`config.mk`:
```
export PLATFORM = sky130hd
export DESIGN_NAME = ex_mem_pipe
export DESIGN_NICKNAME = d
export VERILOG_FILES = /design/src/rtl/pipe_pkg.sv /design/src/rtl/sat_counter.sv /design/src/rtl/ex_mem_pipe.sv
export SDC_FILE = /design/constraint.sdc
export NUM_CORES = 1
export LEC_CHECK = 0
export ABC_AREA = 1
export CORE_MARGIN = 1
export CORE_UTILIZATION = 40
export CTS_BUF_LIST = sky130_fd_sc_hd__clkbuf_16
export DETAILED_ROUTE_END_ITERATION = 7
export DONT_BUFFER_PORTS = 1
export PLACE_DENSITY_LB_ADDON = 0.05
export SETUP_SLACK_MARGIN = 0.02
export SKIP_CTS_REPAIR_TIMING = 1
export SLEW_MARGIN = 30
export SYNTH_ARGS = -nofsm -noshare
export SYNTH_HDL_FRONTEND = slang
export SYNTH_SLANG_ARGS = --single-unit
```
`constraint.sdc`:
```
create_clock -name clk_i -period 1.86 [get_ports clk_i]
set_input_delay 0.279 -clock clk_i [delete_from_list [all_inputs] [get_ports clk_i]]
set_output_delay 0.279 -clock clk_i [all_outputs]
set_load 0.005 [all_outputs]
```
`src/rtl/pipe_pkg.sv`:
```
// Shared EX/MEM pipeline types: control bundle, default-width payload and bubble-gating helper.
package pipe_pkg;

    localparam int unsigned PIPE_DATA_W = 32;
    localparam int unsigned PIPE_REG_AW = 5;

    typedef struct packed {
        logic MemtoReg;
        logic RegWrite;
        logic MemWrite;
        logic MemRead;
    } ex_mem_ctrl_t;

    localparam ex_mem_ctrl_t PIPE_CTRL_NOP = '0;

    typedef struct packed {
        ex_mem_ctrl_t                  ctrl;
        logic [PIPE_DATA_W-1:0]        aluResult;
        logic [PIPE_DATA_W-1:0]        storeData;
        logic [PIPE_REG_AW-1:0]        writeReg;
    } ex_mem_payload_t;

    // A bubble must never write memory or the register file.
    function automatic ex_mem_ctrl_t gateCtrl(input ex_mem_ctrl_t c, input logic valid);
        ex_mem_ctrl_t g;
        g          = c;
        g.RegWrite = c.RegWrite & valid;
        g.MemWrite = c.MemWrite & valid;
        g.MemRead  = c.MemRead  & valid;
        return g;
    endfunction

endpackage

```
`src/rtl/sat_counter.sv`:
```
// Saturating up-counter shared by the stage performance monitors.
module sat_counter #(
    parameter int unsigned W = 16
) (
    input  logic         clk_i,
    input  logic         rst_i,
    input  logic         clear,
    input  logic         inc,
    output logic [W-1:0] count
);

    localparam logic [W-1:0] CNT_MAX = {W{1'b1}};

    always_ff @(posedge clk_i) begin
        if (rst_i || clear) begin
            count <= '0;
        end else if (inc && (count != CNT_MAX)) begin
            count <= count + W'(1);
        end
    end

endmodule

```
`src/rtl/ex_mem_pipe.sv`:
```
// EX/MEM pipeline register with valid/ready handshake, flush, bubble gating and stall counter.
// Define EX_MEM_SKID_EN for a 2-entry skid buffer with a registered in_ready_o.
module ex_mem_pipe
    import pipe_pkg::*;
#(
    parameter int unsigned DATA_W = 32,
    parameter int unsigned REG_AW = 5,
    parameter int unsigned CNT_W  = 16
) (
    input  logic              clk_i,
    input  logic              rst_i,
    input  logic              flush_i,
    input  logic              in_valid_i,
    output logic              in_ready_o,
    input  logic              MemtoReg_i,
    input  logic              RegWrite_i,
    input  logic              MemWrite_i,
    input  logic              MemRead_i,
    input  logic [DATA_W-1:0] ALU_result_i,
    input  logic [DATA_W-1:0] Mem_Write_Data_i,
    input  logic [REG_AW-1:0] Write_register_i,
    output logic              out_valid_o,
    input  logic              out_ready_i,
    output logic              MemtoReg_o,
    output logic              RegWrite_o,
    output logic              MemWrite_o,
    output logic              MemRead_o,
    output logic [DATA_W-1:0] ALU_result_o,
    output logic [DATA_W-1:0] Mem_Write_Data_o,
    output logic [REG_AW-1:0] Write_register_o,
    output logic [CNT_W-1:0]  stall_cnt_o
);

    typedef struct packed {
        ex_mem_ctrl_t      ctrl;
        logic [DATA_W-1:0] aluResult;
        logic [DATA_W-1:0] storeData;
        logic [REG_AW-1:0] writeReg;
    } payload_t;

    payload_t     inBeat;
    payload_t     mainQ;
    logic         valid_q;
    logic         accept;
    logic         consume;
    ex_mem_ctrl_t outCtrl;

    always_comb begin
        inBeat               = '0;
        inBeat.ctrl.MemtoReg = MemtoReg_i;
        inBeat.ctrl.RegWrite = RegWrite_i;
        inBeat.ctrl.MemWrite = MemWrite_i;
        inBeat.ctrl.MemRead  = MemRead_i;
        inBeat.aluResult     = ALU_result_i;
        inBeat.storeData     = Mem_Write_Data_i;
        inBeat.writeReg      = Write_register_i;
    end

    assign accept  = in_valid_i & in_ready_o;
    assign consume = valid_q & out_ready_i;

`ifdef EX_MEM_SKID_EN
    payload_t skidQ;
    logic     skid_valid_q;

    assign in_ready_o = ~skid_valid_q;

    // Skid drains into main first so ordering stays FIFO.
    always_ff @(posedge clk_i) begin
        if (rst_i) begin
            valid_q      <= 1'b0;
            skid_valid_q <= 1'b0;
            mainQ        <= '0;
            skidQ        <= '0;
        end else if (flush_i) begin
            valid_q      <= 1'b0;
            skid_valid_q <= 1'b0;
        end else if (!valid_q || consume) begin
            if (skid_valid_q) begin
                mainQ        <= skidQ;
                valid_q      <= 1'b1;
                skid_valid_q <= accept;
                if (accept) begin
                    skidQ <= inBeat;
                end
            end else begin
                valid_q <= accept;
                if (accept) begin
                    mainQ <= inBeat;
                end
            end
        end else if (accept) begin
            skidQ        <= inBeat;
            skid_valid_q <= 1'b1;
        end
    end
`else
    assign in_ready_o = ~valid_q | out_ready_i;

    always_ff @(posedge clk_i) begin
        if (rst_i) begin
            valid_q <= 1'b0;
            mainQ   <= '0;
        end else if (flush_i) begin
            valid_q <= 1'b0;
        end else if (!valid_q || consume) begin
            valid_q <= accept;
            if (accept) begin
                mainQ <= inBeat;
            end
        end
    end
`endif

    assign outCtrl          = gateCtrl(mainQ.ctrl, valid_q);
    assign out_valid_o      = valid_q;
    assign MemtoReg_o       = mainQ.ctrl.MemtoReg;
    assign RegWrite_o       = outCtrl.RegWrite;
    assign MemWrite_o       = outCtrl.MemWrite;
    assign MemRead_o        = outCtrl.MemRead;
    assign ALU_result_o     = mainQ.aluResult;
    assign Mem_Write_Data_o = mainQ.storeData;
    assign Write_register_o = mainQ.writeReg;

    sat_counter #(
        .W(CNT_W)
    ) uStallCnt (
        .clk_i (clk_i),
        .rst_i (rst_i),
        .clear (1'b0),
        .inc   (valid_q & ~out_ready_i),
        .count (stall_cnt_o)
    );

endmodule

```
* Yosys cells after proc, flatten, opt, wreduce, memory -nomap -nowiden
Cells that the tools add are included. Widths: inputs -> output; s select.
Storage, ports and cells: output and inout bits 91, register bits 90, input port bits 78
Cells by class: reductions and logical operators 5, bitwise operators 10, add/subtract/negate cells 1, eq/ne operators 1
Operators by type and width (count):
- $add 16x1->16 const B | 1
- $ne 16x16->1 const B | 1
- $and 1x1->1 | 6
- $not 1->1 | 3
- $reduce_and 3->1 | 1
- $reduce_or 2->1 | 1
- $logic_and 1x1->1 | 1
- $logic_not 1->1 | 1
- $logic_or 1x1->1 | 1
- $or 1x1->1 | 1

* Depth between registers and ports, before layout
Gate-level depths: netlist of the first run.
depth in word-level cells 4, gate-level depth with buffers 10, gate-level depth less buffers 10

* Modules after synthesis
From an unflattened synthesis of the first run, not the netlist that was laid out.
Unflattened totals: cell total of the unflattened synthesis 712, area total of the unflattened synthesis 4849.7 µm²
Modules (own cells, without submodules):
- ex_mem_pipe | times used 1, sequential area each 1481.4 µm², area an instance 3898.7 µm², cells each 563
- sat_counter | times used 1, sequential area each 320.3 µm², area an instance 950.9 µm², cells each 149

* Worst setup path after synthesis of the first run
No wires, ideal clock.
path type register to register, start point reg uStallCnt.count[0], end point reg uStallCnt.count[6], cell stages (with the launch flop) 11, setup slack 427 ps, library setup time 114 ps, required time 1746 ps, data arrival time 1319 ps, path buffers 0, path through dfxtp_1 -> ha_1 -> nand2_2 -> nor2_8 -> nand2_2 -> nor2_1 -> inv_1 -> nor2_2 -> nand2_1 -> nand2_1 -> nor2_2
Between the ends: longest elaborated chain between the ends 2, elaborated cells on any way between the ends 3
RTL lines:
- start, declared | line sat_counter.sv:9 | output logic [W-1:0] count
- start signal, assigned | line sat_counter.sv:18 | count <= count + W'(1);
- parallel branches: the longest is 2 deep, another holds $add 16x1->16
Parallel ways; which one is timed is not known. A chain may end at the register's enable or synchronous reset.

* Worst setup path after layout of the first run
start point reg uStallCnt.count[1], end point reg uStallCnt.count[6]
Same word-level chain as after synthesis.

==> impl_metrics.yaml, run 1 <==
timing:
  fmax_ghz: 0.646
  period_share_pct: 83.2
  fin_crit_ps: 1550
  max_slew_margin_pct: 71.8
  slew_violations: 0
  hold_viol: 0
  timing.hold.ws_ps: 22.9
  rsz0062_at_grt: "false"
  setup_viol: 0
  clock_skew_ps: 9.38
  worst_slew_pin_slew_ps: 423
  setup_tns_ps: 0
finish:
  antenna_cells: 0
  multiInputGateArea_mm2: 0.00162
  area_growth_syn_to_layout_pct: -2.92
  seqCellArea_mm2: 0.00180
  nFillCells: 1098
  drive_above_1_share_pct: 8.95
  fin_nets: 578
  stdcell_count: 636
synth:
  synth_area_mm2: 0.00416
  ys_ff_latch: 90
  synth_compound_area_share_pct: 10.0
  synthMuxAreaShare_pct: 0
  synth-simple-area-share_pct: 28.6
  synth.avg_cell_area_um2: 7.29
  synth_xor_area_share_pct: 0
  netlist_instances: 571
  synth.distinct_cells: 26
  seq_area_frac_synth_pct: 43.3
  ys_warn_count: 0
  yosys.area.top_type: "dfxtp_1"
  synth_top_area_share_pct: 43.3
  synthTopCellsByArea: "dfxtp_1 (43%), nor2_1 (17%), buf_4 (13%), o21ai_0 (8.8%), nand2_1 (4.3%)"
  synth_fa_ha_area_share_pct: 0.301
  synth_top_family_by_area: "simple AND/OR/NAND/NOR gates"
  synth_nets: 650
floorplan:
  die_width_um: 104
  rows: 36
  start_util_pct: 42.0
  dieArea_mm2: 0.0108
  dieHeight_um: 104
  coreArea_mm2: 0.00991
  ios: 169
pwr:
  switchingPower_mw: 1.01
  peakVddDrop_mv: 0.433
  combinationalPowerShare_pct: 6.6
  p_clk_share_pct: 40.9
  p_int_mw: 3.03
  p_leak_nw: 1.66
  swShare_pct: 24.9
  power_density_mw_per_mm2: 1000
  seqPwrFrac_pct: 52.6
global_route:
  grt_remaining_overflow: 0
  grt_pass1_wl_um: 15200
  antenna_found_initial: 0
  grt_pass1_vias: 2932
  grt.total_usage_pct: 17.6
  grt_max_degree: 49
clock_tree:
  clockRootBuffer: "clkbuf_16"
  cts_buffers: 9
  worstSkewPairLatency_ps: 330
  htreeDepth: 3
  path_clk_slew_ps: 70
  cts_sinks: 90
  tritoncts: "yes"
  cts.path.max_buffers: 2
detailed_routing:
  drc_errors: 0
  routed_wl_um: 9410
  drt_iter0_drc: 166
  post_drt_wl_per_cell_um: 14.8
  drtPass1Iterations: 4
  num_vias: 3088
  vias_per_cell: 4.86
  antenna_left: 0
worst_setup_path:
  crit_buf_inv: 1
  crit_chain: "ha_1, nand2_2, nor2_8, nand2_2, nor2_1, inv_1, nor2_2, nand2_1, nand2_1, nor2_2"
  crit_arrival_ps: 1770
  cpPeakStageDelay_ps: 420
  cp_max_fo: 6
  critPathCaptureType: "flop"
  worstPathRequired_ps: 2080
  cpLargestDelayFamily: "simple AND/OR/NAND/NOR gates"
  start_kind: "flop"
  setup.worst_path.class: "reg -> reg"
  cpMaxStageDelayCell: "dfxtp_1"
place:
  port_buffers: 0
  hpwl_um: 6550
  place_inst: 620
  gp_congestion: 0.782
job:
  maxCapViolCount: 0
worst_hold_path:
  hp-class: "in -> reg"
outcome:
  outcome: "finished clean"
-- registers in the layout (all words and copies together), names as in the netlist --
register / count
Mem_Write_Data_o: 32
out_valid_o: 1
ALU_result_o: 32
uStallCnt.count: 16
mainQ: 3
MemtoReg_o: 1
Write_register_o: 5
-- worst register-to-register path, stage by stage (launching register included) --
cell	delay, ps
dfxtp_1	420
ha_1	230
nand2_2	100
nor2_8	170
nand2_2	80
nor2_1	130
inv_1	60
nor2_2	90
nand2_1	50
nand2_1	70
nor2_2	30
-- power groups by stage --
stage                     clock network, mW  logic, mW  registers (mW)
final                                  1.65      0.265            2.12
after global placement                    0      0.257            2.17
after detailed placement                  0      0.266            2.17
after floorplan                           0      0.368            2.12
after global routing                   1.80      0.317            2.14
after CTS                              1.72      0.265            2.13
-- cells in the final DEF (no fill, tap or decap) --
cell / Yosys / routed
nor2_2: 5 / 5
dfxtp_1: 90 / 90
nand2_2: 4 / 5
a211oi_1: 1 / 1
nand2_1: 48 / 47
o21ai_0: 73 / 73
dlygate4sd3_1: 0 / 1
ha_1: 1 / 1
nor2_4: 4 / 4
nand4_1: 5 / 5
nand4_4: 1 / 1
nor2_8: 2 / 2
clkbuf_16: 0 / 9
nor2_1: 190 / 190
inv_1: 23 / 23
o21ai_1: 3 / 3
inv_6: 0 / 1
a21oi_1: 6 / 6
inv_2: 1 / 2
buf_4: 70 / 11
clkinv_4: 0 / 1
clkinvlp_4: 0 / 3
nor3_1: 5 / 5
nand2_4: 1 / 1
nand3_1: 13 / 13
-- synthesized netlist by cell type, drive strengths merged --
| library cell | number |
|---|---|
| nand3 | 13 |
| buf | 79 |
| ha | 1 |
| inv | 24 |
| a21oi | 6 |
| nand4 | 6 |
| o21ai | 76 |
| nor2 | 201 |
| nor3 | 5 |
| clkbuf | 16 |
| nand2 | 53 |
| a211oi | 1 |
| dfxtp | 90 |
-- cell type report --
| cell class | instances | area share, % |
|---|---|---|
| Tap cell | 133 | 4.12 |
| Timing Repair Buffer | 12 | 2.29 |
| Clock buffer | 9 | 5.57 |
| Inverter | 24 | 2.23 |
| Multi-Input combinational cell | 362 | 40.1 |
| Sequential cell | 90 | 44.6 |
| Clock inverter | 6 | 1.08 |
-- routing by layer --
layer	GRT usage [%]	vias up	share of wire [%]
met1	21.5	1385	45
met3	8.21	4	10
met5	0	-	0
met2	27.6	115	44
met4	5.20	0	0.57
li1	-	1584	-
-- stage by stage --
| step | utilization, % | power, mW | worst slack, ps | instance area, µm² |
|---|---|---|---|---|
| global placement | 38.0 | 2.43 | 323 | 3760 |
| floorplan | - | 2.49 | 427 | 4160 |
| finish | 40.8 | 4.04 | 312 | 4040 |
| detailed placement | 38.0 | 2.44 | 310 | 3760 |
| CTS | 40.7 | 4.11 | 289 | 4030 |
| global route | 40.8 | 4.25 | 130 | 4040 |
-- path summary, 6_finish.rpt --
check                      from                 end  cells after the start  slack [ps]
max          uStallCnt.count[1]  uStallCnt.count[6]                     10         310
min                     flush_i         out_valid_o                      1          20
max reg2reg  uStallCnt.count[1]  uStallCnt.count[6]                     10         310
min reg2reg           mainQ[71]           mainQ[71]                      2         490
-- cells by family after synthesis --
kind of cell             Yosys count
flip-flops                        90
buffers and inverters            119
AND/OR/NAND/NOR                  278
adder cells (fa/ha/maj)            1
AO/OA/AOI/OAI                     83
(Power assumes the default switching activity.)
==> run 2: changes to the inputs <==
==> constraint.sdc (replaced) <==
create_clock -name clk_i -period 1.51 [get_ports clk_i]
set_input_delay 0.2265 -clock clk_i [delete_from_list [all_inputs] [get_ports clk_i]]
set_output_delay 0.2265 -clock clk_i [all_outputs]
set_load 0.005 [all_outputs]
==> run 2 against run 1 <==
Effect of this change: critical path depth stayed put; sequential share of layout area is 2.6 points lower; largest cell class unchanged; maximum frequency is 8.3% higher; core utilization is 2.6 points higher; final area is 6.5% higher; largest power group unchanged; non-clock buffer count is 18 higher.
==> impl_metrics.yaml, run 2 (synthesis gave the netlist of run 1 again) <==
timing:
  clock_skew_ps: 2.63
  fmax_ghz: 0.700
  hold_viol: 0
  max_slew_margin_pct: 78.2
  setup_viol: 0
  fin_ws_ps: 81.2
  period_share_pct: 94.6
  slew_violations: 0
  fin_crit_ps: 1430
  setup_tns_ps: 0
  worst_slew_pin_slew_ps: 325
  rsz0062_at_grt: "true"
floorplan:
  dieHeight_um: 104
  die_width_um: 104
  start_util_pct: 42.0
  rows: 36
  coreArea_mm2: 0.00991
  ios: 169
  dieArea_mm2: 0.0108
clock_tree:
  tritoncts: "yes"
  htreeDepth: 3
  clockRootBuffer: "clkbuf_16"
  cts_buffers: 9
  cts_sinks: 90
  cts.path.max_buffers: 2
  path_clk_slew_ps: 60
  worstSkewPairLatency_ps: 330
global_route:
  grt_pass1_wl_um: 15200
  antenna_found_initial: 0
  grt_remaining_overflow: 0
  grt_max_degree: 63
  grt.total_usage_pct: 17.8
  grt_pass1_vias: 2924
place:
  placed_area_mm2: 0.00393
  gp_congestion: 0.809
  place_inst: 636
  hpwl_um: 6780
  port_buffers: 0
  dp_worst_setup_slack_ps: 50.0
pwr:
  combinationalPowerShare_pct: 7.1
  power_mw: 4.96
  seqPwrFrac_pct: 52.7
  power_density_mw_per_mm2: 1150
  p_leak_nw: 1.82
  switchingPower_mw: 1.22
  p_int_mw: 3.75
  peakVddDrop_mv: 0.540
  swShare_pct: 24.5
  p_clk_share_pct: 40.2
detailed_routing:
  vias_per_cell: 4.78
  post_drt_wl_per_cell_um: 14.7
  drtPass1Iterations: 4
  routed_wl_um: 9620
  drc_errors: 0
  num_vias: 3133
  antenna_left: 0
  drt_iter0_drc: 215
finish:
  drive_above_1_share_pct: 14.5
  antenna_cells: 0
  stdcell_count: 656
  fin_nets: 597
  final_cell_mix: "nor2_1 (185), dfxtp_1 (86), o21ai_0 (73), nand2_1 (44)"
  final_common_cell: "nor2_1"
  area_growth_syn_to_layout_pct: 3.37
  final_area_mm2: 0.00430
worst_hold_path:
  hp-class: "in -> reg"
job:
  maxCapViolCount: 0
worst_setup_path:
  worstPathRequired_ps: 1740
  crit_arrival_ps: 1660
  setup.worst_path.class: "reg -> reg"
  start_kind: "flop"
  cp_max_fo: 7
  critPathCaptureType: "flop"
outcome:
  outcome: "finished clean"
## run 2: changes by cell type in the layout (fill, tap and decap cells not counted), sizes merged
cell,change
nand4,+1
dlygate4sd3,+1
clkinvlp,-3
clkinv,+4
buf,+17
## run 2: path summary, 6_finish.rpt
check | start | to | cells past startpoint | slack [ps]
max | uStallCnt.count[1] | uStallCnt.count[6] | 10 | 80
min | in_valid_i | out_valid_o | 2 | 60
max reg2reg | uStallCnt.count[1] | uStallCnt.count[6] | 10 | 80
min reg2reg | mainQ[69] | mainQ[69] | 2 | 490
## run 2: power by group through the flow
stage	Combinational [mW]	Clock (mW)	Sequential (mW)
global route	0.415	2.21	2.63
finish	0.354	1.99	2.62
detailed placement	0.351	0	2.67
global placement	0.342	0	2.67
CTS	0.351	2.07	2.62
floorplan	0.454	0	2.62
## run 2: area by class of cell
cell class	count	area, µm²
Clock buffer	9	225
Inverter	24	90.1
Multi-Input combinational cell	363	1700
Fill cell	1034	5610
Sequential cell	90	1810
Clock inverter	7	38.8
Timing Repair Buffer	30	280
Tap cell	133	166
## run 2: worst max-delay path, stage by stage, from the launching register on
cell and delay (ps):
dfxtp_2 350, ha_4 140, nand2_2 80, nor2_8 230, nand2_4 90, nor2_4 100, inv_1 60, nor2_2 100
nand2_1 60, nand2_1 70, nor2_2 40
## run 2: through the flow
step | util (%) | hold slack [ps]
floorplan | - | 293
global placement | 39.7 | 295
detailed placement | 39.7 | 301
CTS | 42.3 | -61.9
global route | 43.4 | 40.5
finish | 43.4 | 57.5
## run 2: per-layer routing
layer | vias to the layer above | GRT usage (%) | share of wire [%]
met5 | - | 0 | 0
met4 | 0 | 5.51 | 1.2
met3 | 11 | 7.71 | 8.9
met2 | 114 | 27.6 | 44
met1 | 1380 | 22.3 | 45
li1 | 1628 | - | -
==> run 3: changes to the inputs <==
--- a/config.mk
+++ b/config.mk
@@ -6,6 +6,7 @@
 export NUM_CORES = 1
 export LEC_CHECK = 0
 export ABC_AREA = 1
+export CAP_MARGIN = 15
 export CORE_MARGIN = 1
 export CORE_UTILIZATION = 40
 export CTS_BUF_LIST = sky130_fd_sc_hd__clkbuf_16
==> results of run 3 <==
Same layout as run 2: the final DEF is identical, and so are final timing and power.
